### src/rtl/sdf_butterfly_stage.sv
// rtl/sdf_butterfly_stage.sv - radix-2 DIF single-path delay-feedback butterfly stage
//
// Purpose: one SDF FFT stage. The first half of each frame is parked in an
// external DEPTH-deep delay FIFO. During the second half each stored sample is
// paired with the arriving one: the halved sum is emitted directly and the
// halved difference is sent back into the FIFO. The differences are emitted
// DEPTH clocks later, tagged with their twiddle index, overlapped with the
// next frame's first half or with a drain phase.
//
// Ports:
//   clk, rst_n                    clock, asynchronous active-low reset
//   in_valid, in_real, in_img     input sample stream (2*DEPTH back-to-back per frame)
//   fifo_out_real, fifo_out_img   tap from the external delay FIFO
//   fifo_in_real, fifo_in_img     data into the external delay FIFO (combinational)
//   out_valid, out_real, out_img  registered butterfly result
//   out_is_diff                   1 = difference term awaiting a twiddle multiply
//   tw_addr                       twiddle index for difference terms, 0 for sums
//   err                           sticky framing-error flag

module sdf_butterfly_stage #(
    parameter int WIDTH      = 16,
    parameter int DEPTH      = 32,
    parameter int LOG2_DEPTH = 5
) (
    input  logic                  clk,
    input  logic                  rst_n,
    input  logic                  in_valid,
    input  logic [WIDTH-1:0]      in_real,
    input  logic [WIDTH-1:0]      in_img,
    input  logic [WIDTH-1:0]      fifo_out_real,
    input  logic [WIDTH-1:0]      fifo_out_img,
    output logic [WIDTH-1:0]      fifo_in_real,
    output logic [WIDTH-1:0]      fifo_in_img,
    output logic                  out_valid,
    output logic [WIDTH-1:0]      out_real,
    output logic [WIDTH-1:0]      out_img,
    output logic                  out_is_diff,
    output logic [LOG2_DEPTH-1:0] tw_addr,
    output logic                  err
);

    typedef enum logic [1:0] {
        IDLE,
        LOAD,
        COMBINE,
        DRAIN
    } state_t;

    localparam logic [LOG2_DEPTH-1:0] LAST = LOG2_DEPTH'(DEPTH - 1);
    localparam logic [LOG2_DEPTH-1:0] ONE  = LOG2_DEPTH'(1);

    state_t                  state, stateNext;
    logic [LOG2_DEPTH-1:0]   cnt, cntNext;
    logic                    pending, pendingNext;
    logic                    errNext;
    logic                    validNext;
    logic                    isDiffNext;
    logic [WIDTH-1:0]        realNext, imgNext;
    logic [LOG2_DEPTH-1:0]   twNext;
    logic                    emitDiff;

    // Butterfly at WIDTH+1 bits; dropping bit 0 is an arithmetic shift right
    // by one (floor), so the result always fits back into WIDTH bits.
    logic [WIDTH:0] sumReal, sumImg, diffReal, diffImg;

    assign sumReal  = {fifo_out_real[WIDTH-1], fifo_out_real} + {in_real[WIDTH-1], in_real};
    assign sumImg   = {fifo_out_img[WIDTH-1],  fifo_out_img}  + {in_img[WIDTH-1],  in_img};
    assign diffReal = {fifo_out_real[WIDTH-1], fifo_out_real} - {in_real[WIDTH-1], in_real};
    assign diffImg  = {fifo_out_img[WIDTH-1],  fifo_out_img}  - {in_img[WIDTH-1],  in_img};

    always_ff @(posedge clk or negedge rst_n) begin
        if (!rst_n) begin
            state       <= IDLE;
            cnt         <= '0;
            pending     <= 1'b0;
            err         <= 1'b0;
            out_valid   <= 1'b0;
            out_real    <= '0;
            out_img     <= '0;
            out_is_diff <= 1'b0;
            tw_addr     <= '0;
        end else begin
            state       <= stateNext;
            cnt         <= cntNext;
            pending     <= pendingNext;
            err         <= errNext;
            out_valid   <= validNext;
            out_real    <= realNext;
            out_img     <= imgNext;
            out_is_diff <= isDiffNext;
            tw_addr     <= twNext;
        end
    end

    always_comb begin
        stateNext    = state;
        cntNext      = cnt;
        pendingNext  = pending;
        errNext      = err;
        validNext    = 1'b0;
        isDiffNext   = out_is_diff;
        realNext     = out_real;
        imgNext      = out_img;
        twNext       = tw_addr;
        emitDiff     = 1'b0;
        fifo_in_real = '0;
        fifo_in_img  = '0;

        case (state)
            IDLE: begin
                // The starting sample is k=0 and must enter the FIFO this
                // very cycle, so LOAD continues from index 1.
                if (in_valid) begin
                    fifo_in_real = in_real;
                    fifo_in_img  = in_img;
                    stateNext    = LOAD;
                    cntNext      = ONE;
                end
            end

            LOAD: begin
                if (in_valid) begin
                    fifo_in_real = in_real;
                    fifo_in_img  = in_img;
                    emitDiff     = pending;
                    if (cnt == LAST) begin
                        stateNext = COMBINE;
                        cntNext   = '0;
                    end else begin
                        cntNext = cnt + ONE;
                    end
                end else if (pending && cnt == '0) begin
                    // Frame boundary with no follow-on frame: this cycle is
                    // the first drain cycle.
                    emitDiff  = 1'b1;
                    stateNext = DRAIN;
                    cntNext   = ONE;
                end else begin
                    errNext     = 1'b1;
                    pendingNext = 1'b0;
                    stateNext   = IDLE;
                    cntNext     = '0;
                end
            end

            COMBINE: begin
                if (in_valid) begin
                    fifo_in_real = diffReal[WIDTH:1];
                    fifo_in_img  = diffImg[WIDTH:1];
                    validNext    = 1'b1;
                    isDiffNext   = 1'b0;
                    realNext     = sumReal[WIDTH:1];
                    imgNext      = sumImg[WIDTH:1];
                    twNext       = '0;
                    if (cnt == LAST) begin
                        // Whether a new frame follows is decided next cycle
                        // in LOAD at cnt=0.
                        stateNext   = LOAD;
                        cntNext     = '0;
                        pendingNext = 1'b1;
                    end else begin
                        cntNext = cnt + ONE;
                    end
                end else begin
                    errNext     = 1'b1;
                    pendingNext = 1'b0;
                    stateNext   = IDLE;
                    cntNext     = '0;
                end
            end

            DRAIN: begin
                // Input during drain is dropped; the FIFO is fed zeros.
                emitDiff = pending;
                if (in_valid) begin
                    errNext = 1'b1;
                end
                if (cnt == LAST) begin
                    stateNext = IDLE;
                    cntNext   = '0;
                end else begin
                    cntNext = cnt + ONE;
                end
            end

            default: begin
                stateNext = IDLE;
                cntNext   = '0;
            end
        endcase

        // Difference terms come straight from the FIFO tap, DEPTH clocks after
        // they were written during COMBINE.
        if (emitDiff) begin
            validNext  = 1'b1;
            isDiffNext = 1'b1;
            realNext   = fifo_out_real;
            imgNext    = fifo_out_img;
            twNext     = cnt;
            if (cnt == LAST) begin
                pendingNext = 1'b0;
            end
        end
    end

endmodule

### config.mk
export PLATFORM = sky130hd
export DESIGN_NAME = sdf_butterfly_stage
export DESIGN_NICKNAME = d
export VERILOG_FILES = /design/src/rtl/sdf_butterfly_stage.sv
export SDC_FILE = /design/constraint.sdc
export NUM_CORES = 1
export LEC_CHECK = 0
export ABC_AREA = 1
export BUFFER_PORTS_ARGS = -buffer_cell sky130_fd_sc_hd__buf_2
export CAP_MARGIN = 20
export CELL_PAD_IN_SITES_DETAIL_PLACEMENT = 0
export CELL_PAD_IN_SITES_GLOBAL_PLACEMENT = 1
export CORE_MARGIN = 3
export CORE_UTILIZATION = 41
export CTS_BUF_LIST = sky130_fd_sc_hd__clkbuf_16
export CTS_CLUSTER_DIAMETER = 150
export DETAILED_ROUTE_END_ITERATION = 12
export HOLD_SLACK_MARGIN = 0.02
export PLACE_DENSITY_LB_ADDON = 0.1
export REMOVE_ABC_BUFFERS = 1
export SYNTH_ARGS = -nofsm -noshare
export SYNTH_HDL_FRONTEND = slang
export SYNTH_SLANG_ARGS = --single-unit
### constraint.sdc
create_clock -name clk -period 3.15 [get_ports clk]
set_input_delay 0.1575 -clock clk [delete_from_list [all_inputs] [get_ports clk]]
set_output_delay 0.1575 -clock clk [all_outputs]
set_load 0.01 [all_outputs]
==> results of run 1 <==
## report_power, final
group,total [mW],switching [mW],internal [mW],leakage (nW)
Sequential,1.04,0.161,0.881,0.604
Clock,0.689,0.231,0.457,0.0944
Combinational,2.87,1.88,0.989,4.21
## state kept, by name, summed over array words and instances, names as in the netlist, 2 cells and up
name,count
out_img,16
state,2
cnt,5
out_real,16
tw_addr,5
## timing repair
item | CTS | global route
setup buffers | 0 | 0
endpoints found under the hold margin | 28 | 0
endpoints found under the setup margin | 0 | 0
hold buffers | 1 | 0
## layer usage
layer  track usage (%)  share of wire (%)
met1              27.7                 44
met5                 0                  0
met4              6.55                2.3
met3              1.15                3.1
met2              42.1                 51
## area by class of cell
class | count | share of cell area (%)
clock buffer | 5 | 1.58
clock inverter | 3 | 0.868
inverter | 215 | 10.2
multi-input combinational | 941 | 59.3
sequential | 48 | 15.1
tap | 220 | 3.47
timing repair buffer | 146 | 9.50
## cell families (layout without fill, tap and decap cells)
kind of cell	after synthesis	after routing	synth area share (%)
adders and majority gates	72	72	13.3
buffers and inverters	262	369	15.5
DFF	48	48	17.2
and+or+nand+nor	738	738	43.7
xor gates and xnor gates	11	11	1.38
AOI/OAI and AO/OA	120	120	8.89
## stage by stage
stage	cells	power [mW]	instance area, sq um	hold slack [ns]	setup WS (ns)
after global placement	1569	3.93	7720	0.229	0.971
after global routing	1578	5.05	7930	0.270	0.608
after floorplan	1204	2.93	6700	-0.138	0.731
after detailed placement	1569	3.95	7720	0.223	0.841
after CTS	1578	4.67	7930	0.216	0.803
final	1578	4.60	7930	0.216	0.838
## worst max path at each step
stage / startpoint / to / slack (ns)
6_report: state[0] / fifo_in_real[12] / 0.84
5_1_grt: state[1] / out_img[7] / 0.61
4_1_cts: state[0] / fifo_in_img[13] / 0.80
3_5_place_dp: state[1] / out_img[9] / 0.84
3_3_place_gp: cnt[0] / tw_addr[4] / 0.97
2_1_floorplan: state[0] / fifo_in_img[10] / 0.73
## worst reg2reg max path, stage by stage, from the launching register on
cell      delay, ns
dfrtp_1        0.41
inv_1          0.11
ha_1           0.20
nand2_1        0.06
nand3b_4       0.13
nand2_2        0.09
nand2_4        0.10
nand2_4        0.17
inv_2          0.57
nand3_1        0.18
nand2_1        0.10
nand2_1        0.05
nand2_1        0.06
## Yosys cell counts, types with 2 or more instances
master	count	share of area (%)
nor3_1	18	1.3
clkbuf_1	6	0.32
or2_2	2	0.18
o21ai_0	26	1.9
buf_2	28	2.0
xor2_1	9	1.1
o32ai_1	2	0.25
and2_1	7	0.63
fa_1	4	1.1
nand2_4	2	0.32
a21oi_1	78	5.6
xnor2_1	2	0.25
buf_1	2	0.11
nand4_1	9	0.81
ha_1	68	12
dfrtp_1	48	17
nand2_1	495	27
nor2_1	93	5.0
inv_2	3	0.16
o21ai_1	9	0.65
nand3_2	4	0.57
o21bai_1	3	0.32
buf_4	5	0.54
inv_1	212	11
buf_6	6	0.97
nand3_1	103	7.4
==> out/qor.yml, run 1 <==
synthesis:
  ys_warn_count: 0
  synth_cell_types: 33
  postSynthAreaPerCell_sq_um: 5.58
  synth_seq_area_share_pct: 17.2
  ys_seq_elements: 48
  ys.flop_type: "dfrtp_1"
  synth_area_sq_um: 6980
  synth_cells: 1251
  synthArstFlopShare_pct: 100
  synth-edff-count: 0
placed_design:
  gp_congestion: 0.878
  hpwlAfterDp_microns: 17500
  port_buffers: 138
worst_setup_path:
  reg2reg_slack_ns: 0.84
  critPathArrivalTime_ns: 2.15
  ff2ff_path_depth: 12
  rr_startpoint: "state[1]"
  startpoint_type: "flop"
  r2r_end: "out_img[7]"
  cp_slowest_cell: "dfrtp_1"
  cp.depth: 8
  cp_slowest_stage_delay_ns: 0.44
  crit_type: "flop to primary output"
  worstSetupEndpointType: "primary output"
  crit_family: "buffers and inverters"
  worstPathCellList: "inv_1, ha_1, nand2_1, inv_1, buf_4, nand3_1, a21oi_1, buf_2"
  worstPathMaxFanout: 25
  crit_top_cell: "inv_1"
  cp_num_buf_inv: 4
  crit_required_ns: 2.99
grt:
  antenna_found_initial: 0
  grt_usage_pct: 22.5
  grt_max_degree: 39
  grt-ovfl-total: 0
  grt_pass1_wl_microns: 33900
  grt_pass1_vias: 7045
clocking:
  clk_pin_slew_ns: 0.07
  cts.repair.resized: 0
  cts-root-buf: "clkbuf_16"
  clock_sinks: 48
  cts_buffers: 5
  cts_tree: "yes"
  cts_buffer_depth: 2
  cts-htree-levels: 2
  clkLatencyLatePin_ns: 0.29
drt:
  via_per_inst: 4.74
  firstDrtPassIters: 5
  ant_nets: 0
  wl_per_cell_microns: 13.4
  drtIter0Drc: 350
  drc: 0
  totalWireLength_microns: 21200
  vias: 7479
timing:
  tightest_slew_ns: 0.672
  finalCriticalPeriod_ns: 2.31
  tns_ns: 0
  drv_slew: 0
  post-route-period-util_pct: 73.4
  setup_viol: 0
  hold_viol: 0
  rsz0062_at_grt: "false"
  fin_skew_ns: 0.00671
  fmax_ghz: 0.432
  slew_headroom_pct: 55.1
cells_and_area:
  fin_nets: 1496
  multi_input_area_sq_um: 4700
  regArea_sq_um: 1200
  layout_commonest_cell: "nand2_1"
  drive_gt1_share_pct: 12.5
  fill_cells: 1865
  syn_to_final_growth_pct: 13.6
  fin_util_pct: 47.6
  n_antenna_cell: 0
  final_cell_mix: "nand2_1 (495), inv_1 (212), buf_2 (138)"
die:
  dieArea_sq_um: 18600
  die_w_microns: 136
  start_util_pct: 41.9
  pin_count: 139
  die-height_microns: 136
  rows: 47
  coreArea_sq_um: 16600
worst_hold_path:
  hold_depth: 5
  hold_class: "input port to flop"
  whs_endpoint: "out_img[0]"
  hold_path.startpoint: "fifo_out_img[0]"
pwr:
  power_per_cell_area_nw_per_um2: 580
  leakagePower_nw: 4.91
  ir_drop_v: 0.000264
flow_run:
  maxCapViolCount: 0
outcome:
  run_status: "complete, no violations"
Power figures use the tool's default switching activity.
==> run 2, diff against run 1 <==
Settings changed: CORE_UTILIZATION 41 to 38.
Clock period 3.15 ns to 2.3 ns, I/O delays scaled along.
==> run 2 against run 1 <==
  * Utilization shrank 2.5 points
  * Via count increased by 0.48%
  * First-iteration DRC count shrank 1.7%
  * Sequential cell count stayed put
  * Critical path depth is the same
  * Setup slack got worse by 0.62 ns
  * Power is 36% higher
  * Count of clock-buffer cells in the layout did not move
  * Routed wire length up 1.7%
==> out/qor.yml, run 2 (synthesis gave the netlist of run 1 again) <==
worst_setup_path:
  crit_type: "flop to primary output"
  worstPathMaxFanout: 16  # -36%
  rr_startpoint: "state[1]"
  reg2reg_slack_ns: 0.35  # -0.49 ns
  r2r_end: "out_img[12]"
  worstSetupEndpointType: "primary output"
  ff2ff_path_depth: 12  # unchanged
  critPathArrivalTime_ns: 1.97  # -0.18 ns
  startpoint_type: "flop"
  crit_required_ns: 2.18  # -0.81 ns
pwr:
  ir_drop_v: 0.000455  # +73%
  leakagePower_nw: 4.92  # +0.31%
  fin_total_pwr_mw: 6.25  # +36%
  power_per_cell_area_nw_per_um2: 784  # +35%
grt:
  grt-ovfl-total: 0  # unchanged
  antenna_found_initial: 0  # unchanged
  grt_pass1_vias: 7303  # +3.7%
  grt_usage_pct: 21.4  # -1.1 points
  grt_pass1_wl_microns: 35400  # +4.3%
  grt_max_degree: 33  # -15%
timing:
  rsz0062_at_grt: "false"
  setup_viol: 0  # unchanged
  finalCriticalPeriod_ns: 2.09
  hold_viol: 0  # unchanged
  slew_headroom_pct: 52.6  # -2.5 points
  post-route-period-util_pct: 90.7
  fmax_ghz: 0.479
  tightest_slew_ns: 0.711  # +0.0384 ns
  tns_ns: 0  # unchanged
  fin_skew_ns: 0.0113  # +0.00459 ns
  drv_slew: 0  # unchanged
  setup_ws_ns: 0.213  # -0.624 ns
worst_hold_path:
  hold_path.startpoint: "fifo_out_img[0]"
  whs_endpoint: "out_img[0]"
  hold_depth: 5  # unchanged
  hold_class: "input port to flop"
placed_design:
  hpwlAfterDp_microns: 18000  # +2.8%
  gp_congestion: 0.923  # +5.1%
  pre_cts_ws_ns: 0.358  # -0.483 ns
  dpl.cell_count: 1580  # +0.70%
  port_buffers: 138  # unchanged
drt:
  totalWireLength_microns: 21600  # +1.7%
  ant_nets: 0  # unchanged
  vias: 7515  # +0.48%
  via_per_inst: 4.73  # -0.15%
  wl_per_cell_microns: 13.6  # +1.1%
  drc: 0  # unchanged
  drtIter0Drc: 344  # -1.7%
  firstDrtPassIters: 4  # -1
clocking:
  cts_tree: "yes"
  cts_setup_buffers: 0  # unchanged
  cts-root-buf: "clkbuf_16"
  clk_pin_slew_ns: 0.07  # about the same
  clkLatencyLatePin_ns: 0.29  # about the same
  cts_buffers: 5  # unchanged
  clock_sinks: 48  # unchanged
  cts_buffer_depth: 2  # unchanged
  cts-htree-levels: 2  # unchanged
cells_and_area:
  drive_gt1_share_pct: 13.0  # +0.47 points
  multi_input_area_sq_um: 4710  # +0.21%
  final_cell_mix: "nand2_1 (494), inv_1 (210), buf_2 (138)"
  syn_to_final_growth_pct: 14.3
  layout_commonest_cell: "nand2_1"
  stdcell_count: 1588  # +0.63%
  fin_nets: 1502  # +0.40%
  n_antenna_cell: 0  # unchanged
  fill_cells: 2022  # +8.4%
  top_regs: "out_img (16), out_real (16)"
  regArea_sq_um: 1200  # unchanged
die:
  dieArea_sq_um: 20000  # +7.5%
  rows: 48  # +2.1%
  die_w_microns: 142  # +3.7%
  start_util_pct: 39.5  # -2.4 points
  coreArea_sq_um: 17700  # +6.1%
  pin_count: 139  # unchanged
  die-height_microns: 142  # +3.7%
outcome:
  run_status: "complete, no violations"
flow_run:
  maxCapViolCount: 0  # unchanged
==> run 2: report_power, final <==
| group | internal [mW] | switching (mW) | total [mW] |
|---|---|---|---|
| Combinational | 1.47 | 2.64 | 4.11 |
| Clock | 0.395 | 0.313 | 0.709 |
| Sequential | 1.21 | 0.229 | 1.44 |
| Total | 3.07 | 3.18 | 6.25 |
==> run 2: worst max-delay path by stage <==
stage	startpoint	to	slack, ns	cells after the start
floorplan	state[0]	out_img[4]	-0.11	7
global placement	state[0]	fifo_in_real[13]	0.34	8
detailed placement	cnt[0]	out_img[12]	0.36	13
CTS	state[0]	fifo_in_real[13]	0.04	8
global route	state[0]	fifo_in_real[13]	0.05	8
finish	state[0]	fifo_in_real[13]	0.21	8
==> run 2: per-layer routing <==
layer | up-vias | GRT usage (%) | routed length (microns)
li1 | 4051 | - | -
met4 | 0 | 6.21 | 519
met3 | 33 | 0.843 | 562
met5 | - | 0 | 0
met1 | 3299 | 26.9 | 9790
met2 | 132 | 39.8 | 10700
==> run 2: stage by stage <==
step,hold slack (ns),cell area (sq um),utilization (%)
6_report,0.177,7970,45.2
5_1_grt,0.223,7970,45.2
4_1_cts,0.172,7950,45.0
3_5_place_dp,0.213,7800,44.2
3_3_place_gp,0.204,7800,44.2
2_1_floorplan,-0.181,6700,-
==> run 2: area by class of cell <==
type,instances,area share (%)
Timing Repair Buffer,152,10.5
Clock buffer,5,1.57
Inverter,215,10.1
Sequential cell,48,15.1
Clock inverter,2,0.157
Tap cell,225,3.53
Multi-Input combinational cell,941,59.0
==> run 2: what timing repair did <==
action                     4_1_cts  5_1_grt
hold buffers                     1        0
gates resized for setup          0        8
setup endpoints to repair        0       32
hold endpoints to repair        30        0
==> run 2: worst max-delay path, cell delays in order, from the launching register on <==
cell and delay, ns:
dfrtp_1 0.45, inv_2 0.13, ha_1 0.22, inv_2 0.10, o21ai_4 0.19, buf_8 0.19
nand2_1 0.07, a21oi_1 0.16, buf_2 0.16
==> run 3, diff against run 2 <==
Settings changed: CORE_MARGIN 3 to 1.5, HOLD_SLACK_MARGIN 0.02 to 0.08.
==> run 3 against run 2 <==
  * Register-to-register slack lost 0.02 ns
  * Combinational power barely moved
  * Power increased by 1.9%
  * Via count rose by 0.68%
  * Global-route usage is 1.2 points higher
  * Final cell count up 0.57%
  * Fmax shrank 1.1%
  * Setup slack worse by 0.023 ns
  * Non-clock buffer count grew 4
  * Critical path depth decreased by 1
  * Routed wire length is 0.13% lower
  * Largest power group unchanged
  * Highest routed layer unchanged
==> out/qor.yml, run 3 (synthesis gave the netlist of run 1 again) <==
outcome:
  run_status: "complete, no violations"
drt:
  drtIter0Drc: 313  # -9.0%
  firstDrtPassIters: 4  # unchanged
  vias: 7566  # +0.68%
  totalWireLength_microns: 21500  # -0.13%
  via_per_inst: 4.74  # +0.11%
  ant_nets: 0  # unchanged
  wl_per_cell_microns: 13.5  # -0.69%
  drc: 0  # unchanged
placed_design:
  hpwlAfterDp_microns: 18000  # +0.33%
  gp_congestion: 0.858  # -7.1%
  port_buffers: 138  # unchanged
  dpl-instance-area_sq_um: 7820  # +0.29%
cells_and_area:
  final_cell_mix: "nand2_1 (495), inv_1 (210), buf_2 (138)"
  top_regs: "out_img (16), out_real (16)"
  layout_commonest_cell: "nand2_1"
  fill_cells: 2067  # +2.2%
  syn_to_final_growth_pct: 14.9
  fin_nets: 1506  # +0.27%
  final_cell_area_sq_um: 8020  # +0.53%
  drive_gt1_share_pct: 13.2  # +0.24 points
  n_antenna_cell: 0  # unchanged
pwr:
  power_per_cell_area_nw_per_um2: 795  # +1.4%
  ir_drop_v: 0.000477  # +4.8%
  leakagePower_nw: 4.95  # +0.55%
worst_setup_path:
  critPathArrivalTime_ns: 1.99  # +0.02 ns
  cp_slowest_cell: "dfrtp_1"
  worstSetupEndpointType: "primary output"
  r2r_end: "out_img[7]"
  crit_required_ns: 2.18  # about the same
  ff2ff_path_depth: 12  # unchanged
  cp_num_buf_inv: 3  # -1
  cp_slowest_stage_delay_ns: 0.45  # about the same
  crit_family: "buffers and inverters"
  reg2reg_slack_ns: 0.33  # -0.02 ns
  worstPathCellList: "inv_2, ha_1, nand2_1, buf_4, or2_2, a21oi_1, buf_2"
  cp-startpoint: "state[0]"
  worstPathMaxFanout: 10  # -6
  rr_startpoint: "cnt[0]"
  crit_type: "flop to primary output"
  startpoint_type: "flop"
  cp.depth: 7  # -1
die:
  start_util_pct: 38.8  # -0.67 points
  dieArea_sq_um: 19200  # -4.2%
  die-height_microns: 139  # -2.1%
  die_w_microns: 139  # -2.1%
  rows: 49  # +2.1%
  coreArea_sq_um: 18000  # +1.7%
  pin_count: 139  # unchanged
grt:
  grt_usage_pct: 22.6  # +1.2 points
  grt_pass1_vias: 7218  # -1.2%
  grt_pass1_wl_microns: 35600  # +0.68%
  antenna_found_initial: 0  # unchanged
  grt-ovfl-total: 0  # unchanged
  grt_max_degree: 29  # -12%
clocking:
  cts_tree: "yes"
  cts-htree-levels: 2  # unchanged
  clkLatencyLatePin_ns: 0.29  # about the same
  cts_buffer_depth: 2  # unchanged
  clk_pin_slew_ns: 0.06  # about the same
  cts-root-buf: "clkbuf_16"
  clock_sinks: 48  # unchanged
  cts_buffers: 5  # unchanged
timing:
  tns_ns: 0  # unchanged
  rsz0062_at_grt: "false"
  tightest_slew_ns: 0.440  # -0.270 ns
  fin_skew_ns: 0.00818  # -0.00313 ns
  hold_ws_ns: 0.182  # +0.00505 ns
  slew_headroom_pct: 70.4  # +18 points
  post-route-period-util_pct: 91.7  # +0.99 points
  drv_slew: 0  # unchanged
  hold_viol: 0  # unchanged
  fmax_ghz: 0.474  # -1.1%
  finalCriticalPeriod_ns: 2.11  # +0.0227 ns
  setup_viol: 0  # unchanged
flow_run:
  maxCapViolCount: 0  # unchanged
worst_hold_path:
  hold_class: "input port to asynchronous set/reset pin"
==> run 3: power breakdown <==
group          internal, mW  switching [mW]  total, mW
logic                  1.48            2.64       4.12
clock network         0.511           0.308      0.819
registers              1.21           0.222       1.43
total                  3.20            3.18       6.37
==> run 3: worst max path at each step <==
stage	end	slack, ns
final	fifo_in_real[0]	0.19
after global routing	fifo_in_real[4]	0.04
after CTS	fifo_in_real[13]	0.05
after detailed placement	out_img[15]	0.34
after global placement	out_real[15]	0.31
after floorplan	out_img[4]	-0.11
==> run 3: stage by stage <==
stage	utilization, %	power [mW]	setup slack (ns)	std cells
after floorplan	-	4.01	-0.106	1204
after global placement	43.6	5.54	0.312	1588
after detailed placement	43.6	5.58	0.341	1588
after CTS	44.5	6.42	0.0492	1597
after global routing	44.6	7.01	0.0420	1597
final	44.6	6.37	0.191	1597
==> run 3: area by class of cell <==
type / instances / area [sq um] / area share, %
multi-input cells: 941 / 4710 / 58.7
flip-flops and latches: 48 / 1200 / 15.0
repair buffers: 156 / 848 / 10.6
inverters: 215 / 807 / 10.1
well taps: 229 / 287 / 3.57
clock buffers: 5 / 125 / 1.56
clock inverters: 3 / 42.5 / 0.531
==> run 3: worst register-to-register path, delay by kind of cell, from the launching register on <==
kind,cells,cell delay [ns]
adder cells (fa/ha/maj),1,0.15
flip-flops,1,0.41
buffers and inverters,3,0.43
AND/OR/NAND/NOR,8,0.92
==> run 3: per-layer routing <==
metal | track usage, % | routed length, microns | part of all wire [%] | vias to the layer above
li1 | - | - | - | 4076
met1 | 28.3 | 9790 | 45 | 3347
met2 | 42.6 | 10900 | 50 | 125
met3 | 1.07 | 551 | 2.6 | 18
met4 | 5.15 | 326 | 1.5 | 0
met5 | 0 | 0 | 0 | -
==> run 3: what timing repair did <==
action | in CTS | in global routing
gates resized for setup | 0 | 5
hold buffers | 1 | 0
buffers inserted | 0 | 0
hold endpoints to repair | 48 | 0
endpoints found under the setup margin | 0 | 32
